<file path="config.mk">
export PLATFORM = sky130hd
export DESIGN_NAME = cam_refill_sched
export DESIGN_NICKNAME = d
export VERILOG_FILES = /design/src/rtl/cam_pkg.sv /design/src/rtl/rr_arbiter.sv /design/src/rtl/cam_refill_sched.sv
export SDC_FILE = /design/constraint.sdc
export NUM_CORES = 1
export LEC_CHECK = 0
export BUFFER_PORTS_ARGS = -buffer_cell sky130_fd_sc_hd__buf_2
export CAP_MARGIN = 5
export CELL_PAD_IN_SITES_DETAIL_PLACEMENT = 1
export CELL_PAD_IN_SITES_GLOBAL_PLACEMENT = 1
export CORE_MARGIN = 1.5
export CORE_UTILIZATION = 30
export DETAILED_ROUTE_END_ITERATION = 7
export GPL_TIMING_DRIVEN = 0
export PLACE_DENSITY = 0.86
export SYNTH_ARGS = -nofsm -noshare
export SYNTH_HDL_FRONTEND = slang
export SYNTH_SLANG_ARGS = --single-unit
</file>
<file path="constraint.sdc">
create_clock -name clk -period 2.39 [get_ports clk]
set_clock_uncertainty 0.2 [all_clocks]
set_input_delay 0.717 -clock clk [delete_from_list [all_inputs] [get_ports clk]]
set_output_delay 0.717 -clock clk [all_outputs]
set_load 0.02 [all_outputs]
</file>
<file path="src/rtl/cam_pkg.sv">
`default_nettype none
// ---------------------------------------------------------------------------
// cam_pkg : shared types and constants for the CAM refill scheduler
// Rev 1.0 : initial release
// ---------------------------------------------------------------------------
package cam_pkg;

  localparam int CAM_PACKS      = 4;
  localparam int CAM_UPDATE_LAT = 2;

  typedef logic [CAM_PACKS-1:0][4:0] cam_key_t;

  typedef enum logic [2:0] {
    IDLE    = 3'd0,
    PROBE   = 3'd1,
    WRITE   = 3'd2,
    SETTLE1 = 3'd3,
    SETTLE2 = 3'd4,
    DONE    = 3'd5
  } cam_sched_state_e;

endpackage
`default_nettype wire

</file>
<file path="src/rtl/rr_arbiter.sv">
`default_nettype none
// ---------------------------------------------------------------------------
// rr_arbiter : grants the lowest requesting index >= ptr, wrapping around
// Rev 1.0 : initial release
// ---------------------------------------------------------------------------
module rr_arbiter #(
  parameter  int N  = 2,
  localparam int IW = (N > 1) ? $clog2(N) : 1
) (
  input  logic [N-1:0]  req,
  input  logic [IW-1:0] ptr,
  output logic [N-1:0]  grant,
  output logic [IW-1:0] grant_idx,
  output logic          grant_any
);

  always_comb begin
    logic [IW-1:0] w_idx;
    grant     = '0;
    grant_idx = '0;
    grant_any = 1'b0;
    w_idx     = '0;
    for (int i = 0; i < N; i++) begin
      w_idx = IW'((int'(ptr) + i) % N);
      if (!grant_any && req[w_idx]) begin
        grant_any    = 1'b1;
        grant[w_idx] = 1'b1;
        grant_idx    = w_idx;
      end
    end
  end

endmodule
`default_nettype wire

</file>
<file path="src/rtl/cam_refill_sched.sv">
`default_nettype none
// ---------------------------------------------------------------------------
// cam_refill_sched : arbitrates key inserts, probes for duplicates, writes a
//                    victim CAM entry and guards it through its settle window
// Rev 1.0 : initial release
// ---------------------------------------------------------------------------
module cam_refill_sched
  import cam_pkg::*;
#(
  parameter  int ENTRIES         = 8,
  parameter  int NREQ            = 2,
  parameter  int PACKS_OF_5_BITS = CAM_PACKS,
  localparam int KEY_W           = 5 * PACKS_OF_5_BITS,
  localparam int IDX_W           = $clog2(ENTRIES),
  localparam int RR_W            = (NREQ > 1) ? $clog2(NREQ) : 1
) (
  input  logic                       clk,
  input  logic                       rst_n,
  input  logic [NREQ-1:0]            req_valid_i,
  input  logic [NREQ-1:0][KEY_W-1:0] req_key_i,
  output logic [NREQ-1:0]            req_ready_o,
  input  logic                       flush_i,
  output logic [KEY_W-1:0]           probe_key_o,
  input  logic [ENTRIES-1:0]         cam_hit_i,
  output logic [ENTRIES-1:0]         upd_o,
  output logic [KEY_W-1:0]           upd_key_o,
  output logic [ENTRIES-1:0]         entry_valid_o,
  output logic [ENTRIES-1:0]         entry_busy_o,
  output logic                       done_o,
  output logic [IDX_W-1:0]           done_idx_o,
  output logic                       done_dup_o
);

  cam_sched_state_e   r_state;
  cam_sched_state_e   w_state_nxt;
  logic [RR_W-1:0]    r_rr_ptr;
  logic [IDX_W-1:0]   r_victim_ptr;
  logic [IDX_W-1:0]   r_idx;
  logic               r_from_ptr;
  logic               r_wr_flushed;
  logic [KEY_W-1:0]   r_key;
  logic [ENTRIES-1:0] r_valid;

  logic [NREQ-1:0]    w_grant;
  logic [RR_W-1:0]    w_grant_idx;
  logic               w_grant_any;
  logic [ENTRIES-1:0] w_busy;
  logic [ENTRIES-1:0] w_hit;
  logic [IDX_W-1:0]   w_hit_idx;
  logic               w_hit_any;
  logic [IDX_W-1:0]   w_free_idx;
  logic               w_free_any;
  logic [IDX_W-1:0]   w_victim;
  logic               w_in_write;

  rr_arbiter #(.N(NREQ)) u_arb (
    .req       (req_valid_i),
    .ptr       (r_rr_ptr),
    .grant     (w_grant),
    .grant_idx (w_grant_idx),
    .grant_any (w_grant_any)
  );

  assign w_in_write = (r_state == WRITE) || (r_state == SETTLE1) || (r_state == SETTLE2);
  assign w_busy     = w_in_write ? (ENTRIES'(1) << r_idx) : '0;
  assign w_hit      = cam_hit_i & r_valid & ~w_busy;

  // Lowest-index priority encoders for hits and free entries.
  always_comb begin
    w_hit_idx  = '0;
    w_hit_any  = 1'b0;
    w_free_idx = '0;
    w_free_any = 1'b0;
    for (int i = ENTRIES - 1; i >= 0; i--) begin
      if (w_hit[i]) begin
        w_hit_idx = IDX_W'(i);
        w_hit_any = 1'b1;
      end
      if (!r_valid[i]) begin
        w_free_idx = IDX_W'(i);
        w_free_any = 1'b1;
      end
    end
  end

  assign w_victim = w_free_any ? w_free_idx : r_victim_ptr;

  always_comb begin
    w_state_nxt = r_state;
    case (r_state)
      IDLE:    if (w_grant_any) w_state_nxt = PROBE;
      PROBE: begin
        if (flush_i)        w_state_nxt = PROBE;
        else if (w_hit_any) w_state_nxt = DONE;
        else                w_state_nxt = WRITE;
      end
      WRITE:   w_state_nxt = SETTLE1;
      SETTLE1: w_state_nxt = SETTLE2;
      SETTLE2: w_state_nxt = IDLE;
      DONE:    w_state_nxt = IDLE;
      default: w_state_nxt = IDLE;
    endcase
  end

  always_comb begin
    req_ready_o   = (r_state == IDLE) ? w_grant : '0;
    probe_key_o   = (r_state != IDLE) ? r_key : '0;
    upd_o         = (r_state == WRITE) ? (ENTRIES'(1) << r_idx) : '0;
    upd_key_o     = (r_state == WRITE) ? r_key : '0;
    entry_valid_o = r_valid;
    entry_busy_o  = w_busy;
    done_o        = (r_state == SETTLE2) || (r_state == DONE);
    done_idx_o    = done_o ? r_idx : '0;
    done_dup_o    = (r_state == DONE);
  end

  always_ff @(posedge clk or negedge rst_n) begin
    if (!rst_n) begin
      r_state <= IDLE;
    end else begin
      r_state <= w_state_nxt;
    end
  end

  always_ff @(posedge clk or negedge rst_n) begin
    if (!rst_n) begin
      r_rr_ptr <= '0;
      r_key    <= '0;
    end else if (r_state == IDLE && w_grant_any) begin
      r_key    <= req_key_i[w_grant_idx];
      r_rr_ptr <= (w_grant_idx == RR_W'(NREQ - 1)) ? '0 : w_grant_idx + 1'b1;
    end
  end

  always_ff @(posedge clk or negedge rst_n) begin
    if (!rst_n) begin
      r_idx      <= '0;
      r_from_ptr <= 1'b0;
    end else if (r_state == PROBE && !flush_i) begin
      r_idx      <= w_hit_any ? w_hit_idx : w_victim;
      r_from_ptr <= !w_hit_any && !w_free_any;
    end
  end

  // A flush that lands mid-write must keep the victim from going valid.
  always_ff @(posedge clk or negedge rst_n) begin
    if (!rst_n) begin
      r_wr_flushed <= 1'b0;
    end else if (r_state == WRITE || r_state == SETTLE1) begin
      r_wr_flushed <= r_wr_flushed | flush_i;
    end else begin
      r_wr_flushed <= 1'b0;
    end
  end

  always_ff @(posedge clk or negedge rst_n) begin
    if (!rst_n) begin
      r_valid <= '0;
    end else if (flush_i) begin
      r_valid <= '0;
    end else if (r_state == PROBE && !w_hit_any) begin
      r_valid[w_victim] <= 1'b0;
    end else if (r_state == SETTLE1 && !r_wr_flushed) begin
      r_valid[r_idx] <= 1'b1;
    end
  end

  always_ff @(posedge clk or negedge rst_n) begin
    if (!rst_n) begin
      r_victim_ptr <= '0;
    end else if (flush_i) begin
      r_victim_ptr <= '0;
    end else if (r_state == WRITE && r_from_ptr) begin
      r_victim_ptr <= r_victim_ptr + 1'b1;
    end
  end

endmodule
`default_nettype wire

</file>
==> run metrics <==
Total Routing Usage GR 25.39%; first-pass GRT wire length 19420 um; most frequent cells after synthesis 49 x nand2_1, 40 x dfrtp_1, 30 x o21ai_0; fill cell count ~970; Post-DP HPWL 7603 um; crit start category flop; failing checks negative setup slack; Hold Violations, Final 0; setup TNS -10880 ps; initial core utilization 31.00%; Setup crit end kind primary output; synthesized area per cell approximately 8.1 um^2; Slew HR 35.57%; LEAKAGE 2.368 nW; final setup fails between 60 and 70; final setup margin -264.7 ps; vias in the first global route 3633; Clk pwr share 11.6%; Max Cap Violations 0; final wirelength 13830 um; hold_buf cts 0; Post-synth EDFFs 0; Clock Tree Buf Depth 2; Final nets between 500 and 600; Peak VDD IR 0.6879 mV; Synth async-reset ratio 100.0%; Period Utilization, post-route 111.1%; CTS tree done; root buf cell clkbuf_8; antenna diode count 0; Die Y 97.94 um; critical path peak fanout 5; DR pass1 iterations 4; Worst-Margin Slew 966.5 ps; antenna-violating nets left 0; sw power 2.441 mW; die area 9591 um^2; most frequent cell after synthesis nand2_1; Synth area leader dfrtp_1; Synthesized Nets roughly 390; # IOs ~120; Layout Cells excl Fill 614; Net Sw Frac 45.02%; fin crit period 2655 ps; Sequential Power Share 21.2%; outcome finished with violations; largest net degree at the start of global routing slightly above 40; predominant post-synthesis flop cell dfrtp_1; Pwr Total between 5 and 6 mW; Syn Inst Count around 330; Clock Latency Late Sink 290 ps; total grt overflow 0; WL/cell 22.53 um; register clock-pin slew on the reported worst setup and hold paths around 90 ps; Yosys Warn Count 0; Util after Layout 55.65%; Site Rows 34; Gate power share about two thirds; detailed-route via count about 3400; I/O Buffers 123; unrepaired setup endpoints after global routing yes; synth unique cells 47; pwr/cell area 1117 nW/um^2; Slew Viols, Final 0; post-synthesis sequential area ratio a little under two fifths; drt drc 0; kind of critical path reg -> out; Critical Path AT between 1500 and 2000 ps; CORE AREA 8721 um^2; Cells after DPL 563; initial antenna violation count 0; Syn Std Cell Area between 2000 and 3000 um^2; DR vias/cell approximately 5.5; pre-CTS setup slack -512.5 ps; Worst EP required 1470 ps; 1st-iter DRT viols 85; GPL Wtd Cong 0.8805; synth top area cells dfrtp_1 37%, mux2i_1 7.4%, nand2_1 6.8%; Synth top area share 37.02%; Worst Hold Class reg -> reg; Peak Freq 376.7 MHz; CTS Buf Count 5; cell-internal power 2.981 mW; Die Wd between 90 and 100 um; number of register bits inferred by synthesis 40; CTS Sinks 40; Synth-to-Final Area Change 79.50%; layout cell share with drive strength beyond 1 52.57%; H-tree depth 2
## what timing repair did
action                     4_1_cts  5_1_grt
pin swaps                       26       22
gates cloned                     5        0
resized for setup              167       81
setup endpoints to repair       74       76
setup buffers                   29       14
## through the flow
step / hold WS, ps / area, um^2
floorplan: 221.4 / 2759
global placement: 273.4 / 3510
detailed placement: 286.4 / 3510
CTS: 313.4 / 4478
global route: 384.5 / 4853
finish: 347.9 / 4853
## final cells by class
class	count	area (um^2)	area share [%]
Clock inverter	1	30.03	0.6187
Clock buffer	7	96.34	1.985
Multi-Input combinational cell	265	2031	41.84
Sequential cell	40	1005	20.70
Inverter	6	22.52	0.4640
Buffer	17	165.2	3.403
Timing Repair Buffer	170	1369	28.20
Tap cell	108	135.1	2.784
## flip-flops by register name, indices dropped and copies added, names as in the netlist
signal	count
r_key	20
entry_valid_o	8
r_idx	3
r_state	3
r_victim_ptr	3
r_from_ptr	1
r_rr_ptr	1
r_wr_flushed	1
## final timing paths
check,depth (start not counted),end,slack (ps),startpoint
max,6,probe_key_o[10],-260,r_state[0]
min,2,r_key[5],350,r_key[5]
max reg2reg,7,entry_valid_o[0],-220,r_state[2]
min reg2reg,2,r_key[5],350,r_key[5]
max in group asynchronous,1,r_state[2],950,rst_n
min in group asynchronous,1,r_key[6],370,rst_n
## critical path, stage by stage (launching register included)
cell      delay, ps
dfrtp_1         430
buf_8           160
nor3_4          300
clkbuf_8        220
buf_8           140
nor2b_1          50
buf_2           150
## cell usage in the layout, fill, tap and decap left out, types with 4 or more instances in the layout
cell	instances
nor2_4	6
clkbuf_8	13
buf_2	69
mux2i_1	20
and2_4	11
or3_1	7
nor2_1	20
nand3_1	4
clkbuf_1	5
nor2b_4	14
buf_8	7
nand2b_1	4
nor2b_2	4
nand2_1	46
and2_1	19
dfrtp_1	37
buf_4	40
o21ai_0	28
a21oi_1	11
buf_6	53
inv_1	5
## per-layer routing
layer | track usage (%) | routed length (um) | vias up
met5 | 0 | 0 | -
met4 | 6.593 | 339 | 0
met3 | 4.796 | 789 | 33
met2 | 47.80 | 7477 | 154
met1 | 29.22 | 5227 | 1672
li1 | - | - | 1501
## logic make-up (layout without fill, tap and decap cells)
logic type                 count (synthesis)  in the layout  synth area share, %
AOI/OAI and AO/OA                         70             70                16.34
xor gates and xnor gates                   2              2               0.6480
adders and majority gates                  1              1               0.4627
buffers and inverters                     27            201                4.350
DFF                                       40             40                37.02
muxes                                     21             21                7.820
and+or+nand+nor                          171            171                33.36
## power by group through the flow
stage | clock network, mW | registers (mW) | logic [mW]
4_1_cts | 0.635 | 1.10 | 2.95
5_1_grt | 0.656 | 1.17 | 3.83
2_1_floorplan | 0 | 1.03 | 1.36
3_5_place_dp | 0 | 1.09 | 2.02
6_report | 0.627 | 1.15 | 3.65
3_3_place_gp | 0 | 1.07 | 1.96
No activity file was read; power rests on OpenSTA's default activity.
